--- src/rtl/multicycle_ctrl_if.sv ---
// Unified memory port handshake between the multi-cycle controller and memory.
// The controller holds mem_req until the memory answers with mem_ready.
interface multicycle_ctrl_if;
  logic mem_req;
  logic mem_we;
  logic mem_fetch;
  logic mem_ready;

  modport master (output mem_req, output mem_we, output mem_fetch, input mem_ready);
  modport slave  (input mem_req, input mem_we, input mem_fetch, output mem_ready);
endinterface

--- src/rtl/multicycle_ctrl.sv ---
// Multi-cycle RV32I control unit: decodes IR and steps each instruction through
// FETCH/DECODE/EXEC/MEM/WB, driving every datapath enable and a sticky fault.
module multicycle_ctrl #(
  parameter int TIMEOUT     = 16,
  parameter int RFIDX_WIDTH = 5
) (
  input  logic                clk,
  input  logic                rstn,
  multicycle_ctrl_if.master   mem,
  input  logic [31:0]         ir,
  input  logic                zero,
  input  logic                lt,
  input  logic                ltu,
  output logic                ir_we,
  output logic                pc_we,
  output logic [1:0]          pc_src,
  output logic                rf_we,
  output logic [1:0]          rf_wd_sel,
  output logic                alu_a_sel,
  output logic                alu_b_sel,
  output logic [3:0]          alu_ctrl,
  output logic [5:0]          ext_ctrl,
  output logic [1:0]          lsize,
  output logic                l_unsigned,
  output logic [2:0]          state,
  output logic                fault,
  output logic                instret
);

  typedef enum logic [2:0] {
    S_FETCH  = 3'd0,
    S_DECODE = 3'd1,
    S_EXEC   = 3'd2,
    S_MEM    = 3'd3,
    S_WB     = 3'd4,
    S_FAULT  = 3'd5
  } state_t;

  localparam logic [6:0] OPC_LUI    = 7'b0110111;
  localparam logic [6:0] OPC_AUIPC  = 7'b0010111;
  localparam logic [6:0] OPC_JAL    = 7'b1101111;
  localparam logic [6:0] OPC_JALR   = 7'b1100111;
  localparam logic [6:0] OPC_BRANCH = 7'b1100011;
  localparam logic [6:0] OPC_LOAD   = 7'b0000011;
  localparam logic [6:0] OPC_STORE  = 7'b0100011;
  localparam logic [6:0] OPC_OPIMM  = 7'b0010011;
  localparam logic [6:0] OPC_OP     = 7'b0110011;

  localparam logic [3:0] ALU_ADD = 4'd0, ALU_SUB = 4'd1, ALU_SLL = 4'd2, ALU_SLT = 4'd3;
  localparam logic [3:0] ALU_SLTU = 4'd4, ALU_XOR = 4'd5, ALU_SRL = 4'd6, ALU_SRA = 4'd7;
  localparam logic [3:0] ALU_OR = 4'd8, ALU_AND = 4'd9;

  localparam logic [5:0] EXT_SHAMT = 6'b100000, EXT_I = 6'b010000, EXT_S = 6'b001000;
  localparam logic [5:0] EXT_B = 6'b000100, EXT_U = 6'b000010, EXT_J = 6'b000001;

  localparam logic [7:0] WAIT_LAST = 8'(TIMEOUT - 1);

  state_t cur, nxt;
  logic [7:0] wait_cnt;
  logic       req, we, fetch;
  logic       legal, taken, sel_active, time_up;
  logic [3:0] alu_fn;

  logic [6:0]             opcode;
  logic [2:0]             funct3;
  logic [6:0]             funct7;
  logic [RFIDX_WIDTH-1:0] rd;
  logic                   rd_nz;
  logic                   unused_ir;

  assign opcode    = ir[6:0];
  assign funct3    = ir[14:12];
  assign funct7    = ir[31:25];
  assign rd        = ir[7 +: RFIDX_WIDTH];
  assign rd_nz     = |rd;
  assign unused_ir = ^ir[24:15];

  logic is_lui, is_auipc, is_jal, is_jalr, is_branch, is_load, is_store, is_opimm, is_op;
  assign is_lui    = (opcode == OPC_LUI);
  assign is_auipc  = (opcode == OPC_AUIPC);
  assign is_jal    = (opcode == OPC_JAL);
  assign is_jalr   = (opcode == OPC_JALR);
  assign is_branch = (opcode == OPC_BRANCH);
  assign is_load   = (opcode == OPC_LOAD);
  assign is_store  = (opcode == OPC_STORE);
  assign is_opimm  = (opcode == OPC_OPIMM);
  assign is_op     = (opcode == OPC_OP);

  // Reject unknown opcodes and funct3/funct7 combinations RV32I leaves undefined.
  always_comb begin
    legal = 1'b0;
    case (opcode)
      OPC_LUI, OPC_AUIPC, OPC_JAL: legal = 1'b1;
      OPC_JALR:   legal = (funct3 == 3'd0);
      OPC_BRANCH: legal = (funct3 != 3'd2) && (funct3 != 3'd3);
      OPC_LOAD:   legal = (funct3 != 3'd3) && (funct3 != 3'd6) && (funct3 != 3'd7);
      OPC_STORE:  legal = (funct3 <= 3'd2);
      OPC_OPIMM: begin
        if (funct3 == 3'd1)      legal = (funct7 == 7'h00);
        else if (funct3 == 3'd5) legal = (funct7 == 7'h00) || (funct7 == 7'h20);
        else                     legal = 1'b1;
      end
      OPC_OP: legal = (funct7 == 7'h00) ||
                      ((funct7 == 7'h20) && ((funct3 == 3'd0) || (funct3 == 3'd5)));
      default: legal = 1'b0;
    endcase
  end

  always_comb begin
    alu_fn = ALU_ADD;
    case (funct3)
      3'd0: alu_fn = (is_op && funct7[5]) ? ALU_SUB : ALU_ADD;
      3'd1: alu_fn = ALU_SLL;
      3'd2: alu_fn = ALU_SLT;
      3'd3: alu_fn = ALU_SLTU;
      3'd4: alu_fn = ALU_XOR;
      3'd5: alu_fn = funct7[5] ? ALU_SRA : ALU_SRL;
      3'd6: alu_fn = ALU_OR;
      default: alu_fn = ALU_AND;
    endcase
  end

  always_comb begin
    taken = 1'b0;
    case (funct3)
      3'd0: taken = zero;
      3'd1: taken = ~zero;
      3'd4: taken = lt;
      3'd5: taken = ~lt;
      3'd6: taken = ltu;
      3'd7: taken = ~ltu;
      default: taken = 1'b0;
    endcase
  end

  // Datapath selects are only meaningful once IR holds the decoded instruction.
  assign sel_active = (cur == S_EXEC) || (cur == S_MEM) || (cur == S_WB);

  always_comb begin
    alu_ctrl   = ALU_ADD;
    alu_a_sel  = 1'b0;
    alu_b_sel  = 1'b0;
    rf_wd_sel  = 2'd0;
    ext_ctrl   = 6'd0;
    lsize      = 2'd0;
    l_unsigned = 1'b0;
    if (sel_active) begin
      if (is_op) begin
        alu_ctrl = alu_fn;
      end else if (is_opimm) begin
        alu_ctrl  = alu_fn;
        alu_b_sel = 1'b1;
        ext_ctrl  = ((funct3 == 3'd1) || (funct3 == 3'd5)) ? EXT_SHAMT : EXT_I;
      end else if (is_branch) begin
        alu_ctrl = ALU_SUB;
        ext_ctrl = EXT_B;
      end else if (is_load || is_store) begin
        alu_b_sel  = 1'b1;
        ext_ctrl   = is_load ? EXT_I : EXT_S;
        lsize      = funct3[1:0];
        l_unsigned = is_load & funct3[2];
        rf_wd_sel  = is_load ? 2'd1 : 2'd0;
      end else if (is_jal) begin
        alu_a_sel = 1'b1;
        alu_b_sel = 1'b1;
        ext_ctrl  = EXT_J;
        rf_wd_sel = 2'd2;
      end else if (is_jalr) begin
        alu_b_sel = 1'b1;
        ext_ctrl  = EXT_I;
        rf_wd_sel = 2'd2;
      end else if (is_lui) begin
        alu_b_sel = 1'b1;
        ext_ctrl  = EXT_U;
        rf_wd_sel = 2'd3;
      end else if (is_auipc) begin
        alu_a_sel = 1'b1;
        alu_b_sel = 1'b1;
        ext_ctrl  = EXT_U;
      end
    end
  end

  // Last tolerated wait cycle: a stall here means the bus has hung.
  assign time_up = (wait_cnt == WAIT_LAST) && !mem.mem_ready;

  always_comb begin
    nxt     = cur;
    req     = 1'b0;
    we      = 1'b0;
    fetch   = 1'b0;
    ir_we   = 1'b0;
    pc_we   = 1'b0;
    pc_src  = 2'd0;
    rf_we   = 1'b0;
    instret = 1'b0;
    case (cur)
      S_FETCH: begin
        req   = 1'b1;
        fetch = 1'b1;
        if (mem.mem_ready) begin
          ir_we = 1'b1;
          nxt   = S_DECODE;
        end else if (time_up) begin
          nxt = S_FAULT;
        end
      end
      S_DECODE: nxt = legal ? S_EXEC : S_FAULT;
      S_EXEC: begin
        if (is_branch) begin
          pc_we   = 1'b1;
          pc_src  = taken ? 2'd1 : 2'd0;
          instret = 1'b1;
          nxt     = S_FETCH;
        end else if (is_jal || is_jalr) begin
          rf_we   = rd_nz;
          pc_we   = 1'b1;
          pc_src  = is_jalr ? 2'd2 : 2'd1;
          instret = 1'b1;
          nxt     = S_FETCH;
        end else if (is_load || is_store) begin
          nxt = S_MEM;
        end else begin
          nxt = S_WB;
        end
      end
      S_MEM: begin
        req = 1'b1;
        we  = is_store;
        if (mem.mem_ready) begin
          if (is_store) begin
            pc_we   = 1'b1;
            instret = 1'b1;
            nxt     = S_FETCH;
          end else begin
            nxt = S_WB;
          end
        end else if (time_up) begin
          nxt = S_FAULT;
        end
      end
      S_WB: begin
        rf_we   = rd_nz;
        pc_we   = 1'b1;
        instret = 1'b1;
        nxt     = S_FETCH;
      end
      S_FAULT: nxt = S_FAULT;
      default: nxt = S_FAULT;
    endcase
    if (!rstn) begin
      req     = 1'b0;
      we      = 1'b0;
      fetch   = 1'b0;
      ir_we   = 1'b0;
      pc_we   = 1'b0;
      pc_src  = 2'd0;
      rf_we   = 1'b0;
      instret = 1'b0;
    end
  end

  always_ff @(posedge clk or negedge rstn) begin
    if (!rstn) cur <= S_FETCH;
    else       cur <= nxt;
  end

  always_ff @(posedge clk or negedge rstn) begin
    if (!rstn)                        wait_cnt <= 8'd0;
    else if (req && !mem.mem_ready)   wait_cnt <= wait_cnt + 8'd1;
    else                              wait_cnt <= 8'd0;
  end

  assign mem.mem_req   = req;
  assign mem.mem_we    = we;
  assign mem.mem_fetch = fetch;
  assign state         = cur;
  assign fault         = (cur == S_FAULT);

endmodule

--- src/flat_wrapper.sv ---
// flat-port wrapper written by rule: the top's interface ports become plain ports
module multicycle_ctrl_flat 
#(
  parameter int TIMEOUT     = 16,
  parameter int RFIDX_WIDTH = 5
)
  (clk, rstn, ir, zero, lt, ltu, ir_we, pc_we, pc_src, rf_we, rf_wd_sel, alu_a_sel, alu_b_sel, alu_ctrl, ext_ctrl, lsize, l_unsigned, state, fault, instret, mem_mem_req, mem_mem_we, mem_mem_fetch, mem_mem_ready);
  multicycle_ctrl_if mem_i ();
  input  logic clk;
  input  logic rstn;
  input  logic [31:0] ir;
  input  logic zero;
  input  logic lt;
  input  logic ltu;
  output logic ir_we;
  output logic pc_we;
  output logic [1:0] pc_src;
  output logic rf_we;
  output logic [1:0] rf_wd_sel;
  output logic alu_a_sel;
  output logic alu_b_sel;
  output logic [3:0] alu_ctrl;
  output logic [5:0] ext_ctrl;
  output logic [1:0] lsize;
  output logic l_unsigned;
  output logic [2:0] state;
  output logic fault;
  output logic instret;
  output wire logic [$bits(mem_i.mem_req)-1:0] mem_mem_req;
  output wire logic [$bits(mem_i.mem_we)-1:0] mem_mem_we;
  output wire logic [$bits(mem_i.mem_fetch)-1:0] mem_mem_fetch;
  input wire logic [$bits(mem_i.mem_ready)-1:0] mem_mem_ready;
  assign mem_mem_req = mem_i.mem_req;
  assign mem_mem_we = mem_i.mem_we;
  assign mem_mem_fetch = mem_i.mem_fetch;
  assign mem_i.mem_ready = mem_mem_ready;
  multicycle_ctrl #(.TIMEOUT(TIMEOUT), .RFIDX_WIDTH(RFIDX_WIDTH)) u_core (.clk(clk), .rstn(rstn), .mem(mem_i), .ir(ir), .zero(zero), .lt(lt), .ltu(ltu), .ir_we(ir_we), .pc_we(pc_we), .pc_src(pc_src), .rf_we(rf_we), .rf_wd_sel(rf_wd_sel), .alu_a_sel(alu_a_sel), .alu_b_sel(alu_b_sel), .alu_ctrl(alu_ctrl), .ext_ctrl(ext_ctrl), .lsize(lsize), .l_unsigned(l_unsigned), .state(state), .fault(fault), .instret(instret));
endmodule
--- config.mk ---
export PLATFORM = sky130hd
export DESIGN_NAME = multicycle_ctrl_flat
export DESIGN_NICKNAME = d
export VERILOG_FILES = /design/src/rtl/multicycle_ctrl_if.sv /design/src/rtl/multicycle_ctrl.sv /design/src/flat_wrapper.sv
export SDC_FILE = /design/constraint.sdc
export NUM_CORES = 1
export LEC_CHECK = 0
export ABC_CLOCK_PERIOD_IN_PS = 6700
export CAP_MARGIN = 0
export CORE_MARGIN = 3
export CORE_UTILIZATION = 68
export DETAILED_ROUTE_END_ITERATION = 10
export DONT_BUFFER_PORTS = 1
export PLACE_DENSITY = 0.84
export SYNTH_ARGS = -nofsm -noshare
export SYNTH_HDL_FRONTEND = slang
export SYNTH_SLANG_ARGS = --single-unit
--- constraint.sdc ---
create_clock -name clk -period 6.7 [get_ports clk]
set_clock_uncertainty 0.15 [all_clocks]
set_input_delay 2.01 -clock clk [delete_from_list [all_inputs] [get_ports clk]]
set_output_delay 2.01 -clock clk [all_outputs]
set_load 0.02 [all_outputs]
==> results_dict.tcl <==
set metrics [dict create \
    powerDensity_nw_per_um2 101 \
    via_per_inst 6.53 \
    synth_nets 210 \
    fmax_ghz 0.183 \
    io_pins 68 \
    clock_sinks 11 \
    report.final.hold_viol_count 0 \
    fin_hold_ws_ns 0.313 \
    synth_area_per_cell_um2 7.39 \
    cts.clk_slew.worst_paths_ns 0.07 \
    area_growth_pct 0.396 \
    grt_pass1_vias 1128 \
    p_leak_uw 0.000446 \
    ant_nets 0 \
    first_iter_violations 59 \
    dp_hpwl_um 2220 \
    clk_latency_ns 0.27 \
    grt_antenna_before_repair 0 \
    synth_edf_count 0 \
    finalNetCount 205 \
    ir_drop_uv 106 \
    start_kind "primary input" \
    mostFrequentLayoutCells "nor2_1, nand2_1, a21oi_1" \
    io_buffers 0 \
    htree_levels 1 \
    seq_area_frac_synth 0.218 \
    postCtsHoldBufs 0 \
    slowest_delay_ns 0.59 \
    post-cts-setup-buffers 0 \
    cts_made_buffers 3 \
    rows 14 \
    worst_pin_slew_ns 0.694 \
    drcViolationCount 0 \
    grt_max_degree 16 \
    synth_seq_cells 11 \
    wl_per_cell_um 15.5 \
    synth_top_area_cell "dfrtp_1" \
    min_to "u_core.wait_cnt[0]" \
    root_buffer "clkbuf_4" \
    hp-start "u_core.wait_cnt[0]" \
    post_cts_resize_count 0 \
    synth.area.top_cells "dfrtp_1, nor2_1, nand2_1" \
    drtPass1Iterations 4 \
    yosysWarnings 0 \
    initial_utilization 0.776 \
    maxSlewHeadroom 0.533 \
    rr_endpoint "u_core.wait_cnt[6]" \
    layout-drive-gt1-share 0.109 \
    ff2ff_path_depth 4 \
    arrival_ns 3.31 \
    slowest_stage "a21boi_0" \
    async_reset_ff_frac 1.00 \
    worstPathCellList "nand3b_1 > nor3_1 > nand2_1 > a21boi_0" \
    syn_area_um2 1260 \
    num_vias 1235 \
    die_y_um 49.1 \
    grt_usage 0.249 \
    routabilityCongestion 0.893 \
    min_period_ns 5.47 \
    setup_viol 0 \
    die_x_um 49.1 \
    rsz0062_at_grt "no" \
    status "complete, no violations" \
    totalWireLength_um 2930 \
    r2r-start "u_core.state[0]" \
    gr-total-overflow 0 \
    worst_setup_path_end_kind "output port" \
    maxCapViolCount 0 \
    drv_slew 0 \
    layout_commonest_cell "nor2_1" \
    cp_num_buf_inv 0 \
    clk_path_buf_depth 2 \
    hold_class "register to register" \
    dieArea_um2 2410 \
    synth_top_area_frac 0.218 \
    synth-main-ff-cell "dfrtp_1" \
    cts_tree "built" \
    cpLargestDelayFamily "simple AND/OR/NAND/NOR gates" \
    fin_tns_setup_ns 0 \
    r2r_slack_ns 4.75 \
    holdPathStages 1 \
    grt_first_pass_wirelength_um 4930 \
    coreArea_um2 1630 \
    cp_max_fo 13 \
    fin_crit_sh 0.817 \
    critical_path_class "primary input to output port" \
    synthCells 171 \
    critPathRequiredTime_ns 4.54 \
    num_antenna_cells 0 \
    yosysUniqueCellTypes 51 \
]
[logic make-up (layout without fill, tap and decap cells)]
group	count (synthesis)	in the layout	synth area share
adder cells (fa/ha/maj)	1	1	0.00990
AO/OA/AOI/OAI	40	40	0.231
AND/OR/NAND/NOR	94	94	0.413
buffers and inverters	15	9	0.0584
multiplexers	1	1	0.00792
XOR/XNOR	9	9	0.0624
flip-flops	11	11	0.218
[final cells by class]
| type | instances | area, um2 |
|---|---|---|
| flip-flops and latches | 11 | 275 |
| fillers | 126 | 360 |
| multi-input cells | 145 | 915 |
| repair buffers | 1 | 7.51 |
| clock buffers | 4 | 26.3 |
| inverters | 4 | 15.0 |
| well taps | 24 | 30.0 |
[worst register-to-register path, stage by stage (launching register included)]
cell      delay [ns]
dfrtp_1         0.58
or2_2           0.42
a21oi_2         0.30
nand2b_1        0.25
nor2_1          0.17
[worst max-delay path by stage]
stage	from	to	slack, ns	cells past startpoint
3_5_place_dp	ir[3]	pc_src[0]	1.24	4
6_report	ir[4]	pc_src[0]	1.23	4
4_1_cts	ir[3]	pc_src[0]	1.22	4
3_3_place_gp	ir[6]	pc_we	1.26	5
5_1_grt	ir[3]	pc_src[0]	1.09	4
2_1_floorplan	ir[5]	ext_ctrl[4]	1.29	3
[power by group]
part           internal, uW  switching, uW
combinational          8.62           8.10
clock                  23.1           22.3
sequential             66.4              0
[layer usage]
metal,global-route usage,part of all wire,vias up
li1,-,-,595
met1,0.347,0.44,559
met2,0.397,0.45,79
met3,0.0703,0.11,2
met4,0.0190,0.0024,0
met5,0,0,-
[state kept, by name, summed over array words and instances (netlist names)]
name,cells
u_core.wait_cnt,8
u_core.state,3
[through the flow]
stage | worst slack, ns | util | power (uW) | cells | instance area, um2
detailed placement | 1.24 | 0.763 | 84.1 | 185 | 1240
finish | 1.23 | 0.779 | 128 | 189 | 1270
global placement | 1.26 | 0.763 | 83.7 | 185 | 1240
CTS | 1.22 | 0.779 | 129 | 189 | 1270
global route | 1.09 | 0.779 | 135 | 189 | 1270
floorplan | 1.29 | - | 86.9 | 171 | 1260
[synthesized netlist by cell type, types with 2 or more instances]
cell type	number
dfrtp_1	11
o31a_2	2
a31oi_1	3
xnor2_1	5
nor3_1	10
buf_4	3
nor2b_1	6
nor2_1	29
inv_1	3
nand2_1	17
nand3b_1	2
o22ai_1	2
and2_1	5
nand3_1	2
and3_1	5
buf_2	5
o21ai_0	7
nor4_1	2
or3_1	2
a21oi_1	12
clkbuf_1	3
nand2b_1	3
xor2_1	4
(Power assumes the default switching activity.)
